--- src/rtl/pwm_audio_out_pkg.sv ---
// Shared types and helpers for the PWM audio output stage.
// step_toward is sized wide so stages with any duty width up to 16 bits can reuse it.
package pwm_audio_out_pkg;

    localparam int DW_DEF = 6;
    localparam int PERIOD = (2 ** DW_DEF) - 1;

    typedef enum logic [1:0] {
        IDLE  = 2'd0,
        RUN   = 2'd1,
        DRAIN = 2'd2
    } state_t;

    // Moves cur toward target by at most max_step and never overshoots.
    function automatic logic [15:0] step_toward(input logic [15:0] cur,
                                                input logic [15:0] target,
                                                input int          max_step);
        logic signed [16:0] diff;
        logic signed [16:0] lim;
        diff = $signed({1'b0, target}) - $signed({1'b0, cur});
        lim  = 17'(max_step);
        if (diff > lim)
            return cur + lim[15:0];
        else if (diff < -lim)
            return cur - lim[15:0];
        else
            return target;
    endfunction

endpackage

--- src/rtl/pwm_audio_out_if.sv ---
// Duty-stream input and PWM drive/status outputs of the audio output stage.
interface pwm_audio_out_if #(
    parameter int DW = 6
);
    logic          enable;
    logic [DW-1:0] duty_in;
    logic          pwm_out;
    logic          period_strobe;
    logic [DW-1:0] duty_eff;
    logic          busy;

    modport master (
        output enable, duty_in,
        input  pwm_out, period_strobe, duty_eff, busy
    );

    modport slave (
        input  enable, duty_in,
        output pwm_out, period_strobe, duty_eff, busy
    );
endinterface

--- src/rtl/pwm_audio_out_tick_divider.sv ---
// Free-running prescaler: o_tick is high one cycle in every PRESCALE (constant high for 1).
// The first tick after reset release lands PRESCALE cycles later.
module pwm_audio_out_tick_divider #(
    parameter int PRESCALE = 1
) (
    input  logic i_clk,
    input  logic i_rst,
    output logic o_tick
);
    localparam int CW = (PRESCALE > 1) ? $clog2(PRESCALE) : 1;
    localparam logic [CW-1:0] LAST = CW'(PRESCALE - 1);

    logic [CW-1:0] r_cnt;
    logic          w_last;

    assign w_last = (r_cnt == LAST);
    assign o_tick = w_last;

    always_ff @(posedge i_clk or posedge i_rst) begin
        if (i_rst)
            r_cnt <= '0;
        else if (w_last)
            r_cnt <= '0;
        else
            r_cnt <= r_cnt + CW'(1);
    end
endmodule

--- src/rtl/pwm_audio_out.sv ---
// PWM output stage: duty is latched only at period wraps, slew-limited per period,
// and ramped to zero before going idle so the pin never clicks or glitches.
module pwm_audio_out
    import pwm_audio_out_pkg::*;
#(
    parameter int DW       = DW_DEF,
    parameter int PRESCALE = 1,
    parameter int MAX_STEP = 4
) (
    input  logic            i_sysclk,
    input  logic            i_reset,
    pwm_audio_out_if.slave  bus
);
    localparam logic [DW-1:0] CNT_LAST = DW'((2 ** DW) - 2);

    state_t        r_state;
    logic [DW-1:0] r_cnt;
    logic [DW-1:0] r_duty_eff;
    logic          r_pwm;
    logic          r_strobe;

    logic          w_tick;
    logic          w_wrap;
    logic [DW-1:0] w_cnt_inc;
    logic [DW-1:0] w_target;
    logic [DW-1:0] w_duty_next;
    state_t        w_state_next;

    pwm_audio_out_tick_divider #(
        .PRESCALE (PRESCALE)
    ) u_tick (
        .i_clk  (i_sysclk),
        .i_rst  (i_reset),
        .o_tick (w_tick)
    );

    // Wrap decision: IDLE starts a period on any enabled tick, running states on the last count.
    always_comb begin
        w_wrap       = 1'b0;
        w_cnt_inc    = r_cnt + DW'(1);
        w_target     = bus.enable ? bus.duty_in : '0;
        w_duty_next  = DW'(step_toward(16'(r_duty_eff), 16'(w_target), MAX_STEP));
        w_state_next = r_state;

        if (w_tick) begin
            if (r_state == IDLE)
                w_wrap = bus.enable;
            else
                w_wrap = (r_cnt == CNT_LAST);
        end

        if (bus.enable)
            w_state_next = RUN;
        else if (r_state == RUN)
            w_state_next = DRAIN;
        else if (w_duty_next == '0)
            w_state_next = IDLE;
        else
            w_state_next = DRAIN;
    end

    always_ff @(posedge i_sysclk or posedge i_reset) begin
        if (i_reset) begin
            r_state    <= IDLE;
            r_cnt      <= '0;
            r_duty_eff <= '0;
            r_pwm      <= 1'b0;
            r_strobe   <= 1'b0;
        end else begin
            r_strobe <= 1'b0;
            if (w_wrap) begin
                r_state    <= w_state_next;
                r_cnt      <= '0;
                r_duty_eff <= w_duty_next;
                r_strobe   <= (w_state_next != IDLE);
                // cnt restarts at 0, so the first tick is high for any nonzero duty
                r_pwm      <= (w_state_next != IDLE) && (w_duty_next != '0);
            end else if (w_tick && (r_state != IDLE)) begin
                r_cnt <= w_cnt_inc;
                r_pwm <= (w_cnt_inc < r_duty_eff);
            end
        end
    end

    assign bus.pwm_out       = r_pwm;
    assign bus.period_strobe = r_strobe;
    assign bus.duty_eff      = r_duty_eff;
    assign bus.busy          = (r_state != IDLE);

endmodule

--- src/flat_wrapper.sv ---
// flat-port wrapper written by rule: the top's interface ports become plain ports
module pwm_audio_out_flat import pwm_audio_out_pkg::*;
#(
    parameter int DW       = DW_DEF,
    parameter int PRESCALE = 1,
    parameter int MAX_STEP = 4
)
  (i_sysclk, i_reset, bus_enable, bus_duty_in, bus_pwm_out, bus_period_strobe, bus_duty_eff, bus_busy);
  pwm_audio_out_if #(.DW(DW)) bus_i ();
  input  logic i_sysclk;
  input  logic i_reset;
  input wire logic [$bits(bus_i.enable)-1:0] bus_enable;
  input wire logic [$bits(bus_i.duty_in)-1:0] bus_duty_in;
  output wire logic [$bits(bus_i.pwm_out)-1:0] bus_pwm_out;
  output wire logic [$bits(bus_i.period_strobe)-1:0] bus_period_strobe;
  output wire logic [$bits(bus_i.duty_eff)-1:0] bus_duty_eff;
  output wire logic [$bits(bus_i.busy)-1:0] bus_busy;
  assign bus_i.enable = bus_enable;
  assign bus_i.duty_in = bus_duty_in;
  assign bus_pwm_out = bus_i.pwm_out;
  assign bus_period_strobe = bus_i.period_strobe;
  assign bus_duty_eff = bus_i.duty_eff;
  assign bus_busy = bus_i.busy;
  pwm_audio_out #(.DW(DW), .PRESCALE(PRESCALE), .MAX_STEP(MAX_STEP)) u_core (.i_sysclk(i_sysclk), .i_reset(i_reset), .bus(bus_i));
endmodule
--- config.mk ---
export PLATFORM = sky130hd
export DESIGN_NAME = pwm_audio_out_flat
export DESIGN_NICKNAME = d
export VERILOG_FILES = /design/src/rtl/pwm_audio_out_pkg.sv /design/src/rtl/pwm_audio_out_if.sv /design/src/rtl/pwm_audio_out_tick_divider.sv /design/src/rtl/pwm_audio_out.sv /design/src/flat_wrapper.sv
export SDC_FILE = /design/constraint.sdc
export NUM_CORES = 1
export LEC_CHECK = 0
export CORE_MARGIN = 4
export CORE_UTILIZATION = 40
export DETAILED_ROUTE_END_ITERATION = 7
export PLACE_DENSITY = 0.71
export SYNTH_ARGS = -nofsm -noshare
export SYNTH_HDL_FRONTEND = slang
export SYNTH_HIERARCHICAL = 1
export SYNTH_SLANG_ARGS = --single-unit
--- constraint.sdc ---
create_clock -name i_sysclk -period 5.5 [get_ports i_sysclk]
set_clock_uncertainty 0.05 [all_clocks]
set_input_delay 1.1 -clock i_sysclk [delete_from_list [all_inputs] [get_ports i_sysclk]]
set_output_delay 1.1 -clock i_sysclk [all_outputs]
set_load 0.1 [all_outputs]
Yosys cells after proc, flatten, opt, wreduce, memory -nomap -nowiden --
Cells that the tools add are included.
Word-level totals: register bits after elaboration 17, latch bits 0, memory bits (writable) 0, ROM bits 0, input port bits 9, output and inout bits 9, word-level logic and storage cells 39, memories kept 0
Operators by class: add/subtract/negate cells 5, multiply operators 0, div/mod/pow operators 0, order comparisons 3, equal/unequal tests 2, shift-type cells 0, multiplexer cells 14, bitwise operators 1, reduce and logical (&&, ||, !) cells 8
Operators by type and width (count):
- two-way mux 6 bit | 5
- > comparator 17 x 4 -> 1 bit, second input constant | 1
- less-than comparator 17 x 3 -> 1 bit, second input constant | 1
- subtractor 6 x 6 -> 7 bit | 1
- adder 6 x 1 -> 6 bit, second input constant | 1
- adder 6 x 3 -> 6 bit, second input constant | 1
- == test 6 bit, second input constant | 1
- logical NOT 6 bit | 1
- less-than comparator 6 bit | 1
- two-way mux 1 bit | 6
- two-way mux 2 bit | 3
- nonzero test 2 bit | 3
- nonzero test 6 bit | 1
- subtractor 6 x 3 -> 6 bit, second input constant | 1
- == test 2 x 1 -> 1 bit, second input constant | 1
- logical AND 1 bit | 2
- logical NOT 2 bit | 1
- adder 1 bit, second input constant | 1
- NOT 1 bit | 1

Longest topological paths before layout --
Gate-level depths: netlist of run 1.
word-level depth 12, depth in mapped cells 14, gate-level depth less buffers 12

Cells and area by module --
The synthesis of run 1 kept the hierarchy.
Modules (own cells, without submodules):
- pwm_audio_out | times used 1, cells each 202, area each 1614.0 um2, seq. area each 400.4 um2
- pwm_audio_out_tick_divider | times used 1, cells each 2, area each 11.3 um2, seq. area each 0.0 um2

Least setup slack after synthesis of run 1 --
OpenSTA, ideal clock, no wires.
path kind input port to flip-flop, from input port bus_enable, to register u_core.r_pwm (netlist: u_core/bus.pwm_out), setup time 143 ps, arrival time 3686 ps, required time 5307 ps, setup slack 1621 ps, cell stages on the path 14, buffers on the path 2, cells stage by stage clkbuf_1 > nand2_1 > ha_1 > inv_1 > fa_1 > a211o_1 > o21ai_2 > xnor2_1 > buf_6 > nand4_1 > a21bo_2 > a211oi_2 > nor4b_2 > a31oi_1
Between the ends: longest elaborated chain between the ends 12, elaborated cells on any way between the ends 17, those cells by class add/sub (1); order compare (2); mux (9); reduce/logical (5)
Ends and longest elaborated chain:
- from (decl) | line flat_wrapper.sv:12 | input wire logic [$bits(bus_i.enable)-1:0] bus_enable;
- two-way mux 6 bit | line pwm_audio_out.sv:41 | w_target = bus.enable ? bus.duty_in : '0;
- subtractor 6 x 6 -> 7 bit | line pwm_audio_out_pkg.sv:20 | diff = $signed({1'b0, target}) - $signed({1'b0, cur});
- less-than comparator 17 x 3 -> 1 bit | line pwm_audio_out_pkg.sv:24 | else if (diff < -lim)
- two-way mux 6 bit | line pwm_audio_out_pkg.sv:24
- two-way mux 6 bit | line pwm_audio_out_pkg.sv:22 | if (diff > lim)
- logical NOT 6 bit | line pwm_audio_out.sv:56 | else if (w_duty_next == '0)
- two-way mux 2 bit | line pwm_audio_out.sv:56
- two-way mux 2 bit | line pwm_audio_out.sv:54 | else if (r_state == RUN)
- two-way mux 2 bit | line pwm_audio_out.sv:52 | if (bus.enable)
- nonzero test 2 bit | line pwm_audio_out.sv:77 | r_pwm <= (w_state_next != IDLE) && (w_duty_next != '0);
- logical AND 1 bit | line pwm_audio_out.sv:77
- two-way mux 1 bit | line pwm_audio_out.sv:71 | if (w_wrap) begin
- to (signal assigned) | line pwm_audio_out.sv:77
- to (signal assigned) | line pwm_audio_out.sv:80 | r_pwm <= (w_cnt_inc < r_duty_eff);
- to (decl) | line pwm_audio_out.sv:19 | logic r_pwm;
Several ways; a longest one is shown, not always the timed one. A chain may end at the register's enable or synchronous reset.

Final worst setup path of run 1 --
from input port bus_enable, to register u_core.r_strobe (netlist: u_core/bus.period_strobe)
Between the ends: longest elaborated chain between the ends 11, elaborated cells on any way between the ends 14, those cells by class add/sub (1); order compare (2); mux (9); reduce/logical (2)
Ends and longest elaborated chain:
- two-way mux 6 bit | line pwm_audio_out.sv:41
- subtractor 6 x 6 -> 7 bit | line pwm_audio_out_pkg.sv:20
- less-than comparator 17 x 3 -> 1 bit | line pwm_audio_out_pkg.sv:24
- two-way mux 6 bit | line pwm_audio_out_pkg.sv:24
- two-way mux 6 bit | line pwm_audio_out_pkg.sv:22
- logical NOT 6 bit | line pwm_audio_out.sv:56
- two-way mux 2 bit | line pwm_audio_out.sv:56
- two-way mux 2 bit | line pwm_audio_out.sv:54
- two-way mux 2 bit | line pwm_audio_out.sv:52
- nonzero test 2 bit | line pwm_audio_out.sv:75 | r_strobe <= (w_state_next != IDLE);
- two-way mux 1 bit * | line pwm_audio_out.sv:71
- to (signal assigned) | line pwm_audio_out.sv:75
- to (decl) | line pwm_audio_out.sv:20 | logic r_strobe;
Mark *: on every way between the ends. The rest lies on a longest branch, timed or not.

==> results.toml, run 1 <==
[layout]
mostFrequentLayoutCells = "34 x sky130_fd_sc_hd__nand2_1, 17 x sky130_fd_sc_hd__clkdlybuf4s50_1, 16 x sky130_fd_sc_hd__ha_1, 16 x sky130_fd_sc_hd__dfrtp_1"
area_growth_pct = 15.32
n_fill_cell = 374
nets = 246
antennaDiodeCount = 0
final-seq-area_um2 = 400.4
mostFrequentLayoutCell = "sky130_fd_sc_hd__nand2_1"
design_area_final_um2 = 1874
multi_input_comb_area_um2 = 1132
layout_cell_share_with_drive_strength_beyond_1 = 0.06849

[hold_path]
worstHoldStart = "u_core/r_state[0]$_DFFE_PP0P_"
min-delay-path-class = "reg2reg"

[setup_path]
cp_data_arrival_time_ns = 4.90
crit_path_max_fanout = 12
setup.worst_path.start = "bus_enable"
endpoint_kind = "flop"
start_kind = "primary input"
cp.buffers_inverters = 2
worst_path_cell_chain = "clkdlybuf4s50_1, nand2_1, ha_1, inv_1, fa_1, a211o_1, o211ai_1, a21oi_1, o21ai_0, a311oi_1, o22ai_1, nor4b_2, a31oi_1"
path_depth = 13
gate_family_responsible_for_the_most_delay_along_the_worst_path = "compound AO/OA/AOI/OAI gates"
critical-path-max-stage-delay_ns = 0.72
timing.reg2reg.worst_path_depth = 10
crit_path_end = "u_core/bus.period_strobe$_DFF_PP0_"
crit_required_ns = 5.57
critPathKind = "in2reg"
crit-reg2reg-capture = "u_core/bus.period_strobe$_DFF_PP0_"
cp_slowest_cell = "sky130_fd_sc_hd__clkdlybuf4s50_1"
worst_r2r_startpoint = "u_core/bus.duty_eff[2]$_DFFE_PP0P_"
r2r_setup_slack_ns = 1.77

[floorplan]
die_area_um2 = 5147
core_area_um2 = 3799
die_width_um = 71.75
die-height_um = 71.75
initial_utilization = 0.4279
placement_rows = 22
ios = 18

[synth]
ys_seq_area_frac = 0.2463
synth_cell_type_count = 55
synth_top_cells_by_area = "sky130_fd_sc_hd__dfrtp_1 25%, sky130_fd_sc_hd__ha_1 12%, sky130_fd_sc_hd__nand2_1 7.9%"
synth_area_per_cell_um2 = 7.967
synth_warnings = 6
syn-instance-count = 204
syn-num-nets = 230
synth_largest_area_cell = "sky130_fd_sc_hd__dfrtp_1"
mapped_cell_area_um2 = 1625
netlist.area_leader.share = 0.2463
synth_edf_count = 0
postSynth.asyncResetShare = 1.000
postSynthRegisterBits = 16
ys_dominant_reg_cell = "sky130_fd_sc_hd__dfrtp_1"

[timing]
fmax_ghz = 0.2072
final_min_period_over_clock_period = 0.8776
hold_viol_final = 0
worst-slew-pin-transition_ns = 0.9684
setup-tns-final_ns = 0
min_period_ns = 4.827
setup_repair_after_global_routing_missed_its_margin = "no"
finalMaxSlewViolations = 0
report.final.setup_viol = 0
timing.slew.headroom = 0.3524

[grt]
antenna_found_initial = 0
grt_remaining_overflow = 0
global_route.usage.met3 = 0.02525
grt_first_pass_wirelength_mm = 6.672
globalRouteMet1Util = 0.2236
grt_util_all_layers = 0.1584
globalRouteMet2Util = 0.2592
grt_busiest_layer = "met2"
grt_pass1_vias = 1436
grt_max_degree = 17

[route]
antenna_left = 0
drc_errors = 0
post_drt_wl_per_cell_um = 14.55
finalWirelength_mm = 3.886
initial_detailed_routing_violation_count = 102
post_drt_via_cell_ratio = 5.895
number_of_iterations_in_the_first_detailed_routing_pass = 5
vias = 1574

[flow_run]
cap_violations = 0

[clock_tree]
ctsHtreeMaxLevel = 1
cts_root_buffer = "sky130_fd_sc_hd__clkbuf_8"
worst_skew_late_latency_ns = 0.26
post-cts-setup-buffers = 0
tritoncts_num_sinks = 16
clk_pin_slew_worst_paths_ns = 0.07
post_cts_hold_buffer_count = 0
cts_made_buffers = 3
cts_buffer_depth = 2
tritoncts = "done"
cts_resized = 0

[place]
place.detailed.hpwl_mm = 2.995
port_buffers = 17
placement.cell_area_um2 = 1819
gp_congestion = 0.9612

[outcome]
status = "finished clean"
[worst min path at each step]
| stage | end | depth (start not counted) | slack (ns) |
|---|---|---|---|
| floorplan | u_core/r_state[0]$_DFFE_PP0P_ | 2 | 0.40 |
| global placement | u_core/r_state[0]$_DFFE_PP0P_ | 2 | 0.44 |
| detailed placement | u_core/r_state[0]$_DFFE_PP0P_ | 2 | 0.43 |
| CTS | u_core/r_state[0]$_DFFE_PP0P_ | 2 | 0.45 |
| global route | u_core/r_state[0]$_DFFE_PP0P_ | 2 | 0.47 |
| finish | u_core/r_state[0]$_DFFE_PP0P_ | 2 | 0.45 |
[kinds of logic after synthesis]
group / after synthesis / synth area share
AND/OR/NAND/NOR: 80 / 0.2417
AO/OA/AOI/OAI: 61 / 0.2702
buffers and inverters: 21 / 0.05697
adder cells (fa/ha/maj): 17 / 0.1355
flip-flops: 16 / 0.2463
XOR/XNOR: 6 / 0.03234
multiplexers: 2 / 0.01462
other: 1 / 0.002307
[registers in the layout, summed over array words and instances, names as in the netlist]
name                      cells
u_core/bus.pwm_out            1
u_core/bus.duty_eff           6
u_core/bus.period_strobe      1
u_core/r_cnt                  6
u_core/r_state                2
[per-stage QoR]
stage,utilization,instances,worst slack [ns],hold slack (ns)
global placement,0.4789,263,0.4286,0.4358
finish,0.4934,267,0.6732,0.4490
global route,0.4934,267,0.3849,0.4713
CTS,0.4934,267,0.7216,0.4495
detailed placement,0.4789,263,0.4593,0.4251
floorplan,-,204,1.621,0.4036
[worst register-to-register path, delay by kind of cell, from the launching register on]
kind,cells,cell delay [ns]
DFF,1,0.49
and+or+nand+nor,1,0.37
buffers and inverters,1,0.18
adders and majority gates,1,0.42
AOI/OAI and AO/OA,7,2.10
[routing by layer]
| metal | wire length, um | up-vias | part of all wire |
|---|---|---|---|
| met5 | 0 | - | 0 |
| met4 | 17 | 0 | 0.0044 |
| met3 | 198 | 2 | 0.051 |
| met2 | 1817 | 42 | 0.47 |
| met1 | 1853 | 759 | 0.48 |
| li1 | - | 771 | - |
[synthesized netlist by cell type, types with 3 or more instances]
cell type	count
sky130_fd_sc_hd__a21oi_1	7
sky130_fd_sc_hd__nand2_1	34
sky130_fd_sc_hd__dfrtp_1	16
sky130_fd_sc_hd__nand4_1	3
sky130_fd_sc_hd__xnor2_1	3
sky130_fd_sc_hd__a31oi_1	5
sky130_fd_sc_hd__nor2_1	9
sky130_fd_sc_hd__ha_1	16
sky130_fd_sc_hd__o21ai_0	15
sky130_fd_sc_hd__or3_1	3
sky130_fd_sc_hd__o21a_1	4
sky130_fd_sc_hd__xor2_1	3
sky130_fd_sc_hd__inv_1	15
sky130_fd_sc_hd__nand2b_1	5
sky130_fd_sc_hd__nand3_1	11
sky130_fd_sc_hd__a311oi_1	3
sky130_fd_sc_hd__nor2b_1	3
[cell type report]
class | count | share of cell area
multi-input combinational | 167 | 0.6041
tap | 48 | 0.03204
inverter | 15 | 0.03004
sequential | 16 | 0.2136
clock buffer | 4 | 0.02937
timing repair buffer | 17 | 0.09079
Power of run 1 is left out: the tool's default activity adds up to more than one toggle a clock period on the data nets, which glitch-free logic cannot reach.
==> run 2: changes to the inputs <==
SKIP_CTS_REPAIR_TIMING = 1   (was default)
==> results of run 2 <==
Same layout as run 1: the final DEF is identical, and so are final timing and power.
Power of run 2 is left out for the same reason.
==> run 3: changes to the inputs <==
GPL_ROUTABILITY_DRIVEN = 1   (was default)
==> results of run 3 <==
Same layout as run 1: the final DEF is identical, and so are final timing and power.
Power of run 3 is left out for the same reason.
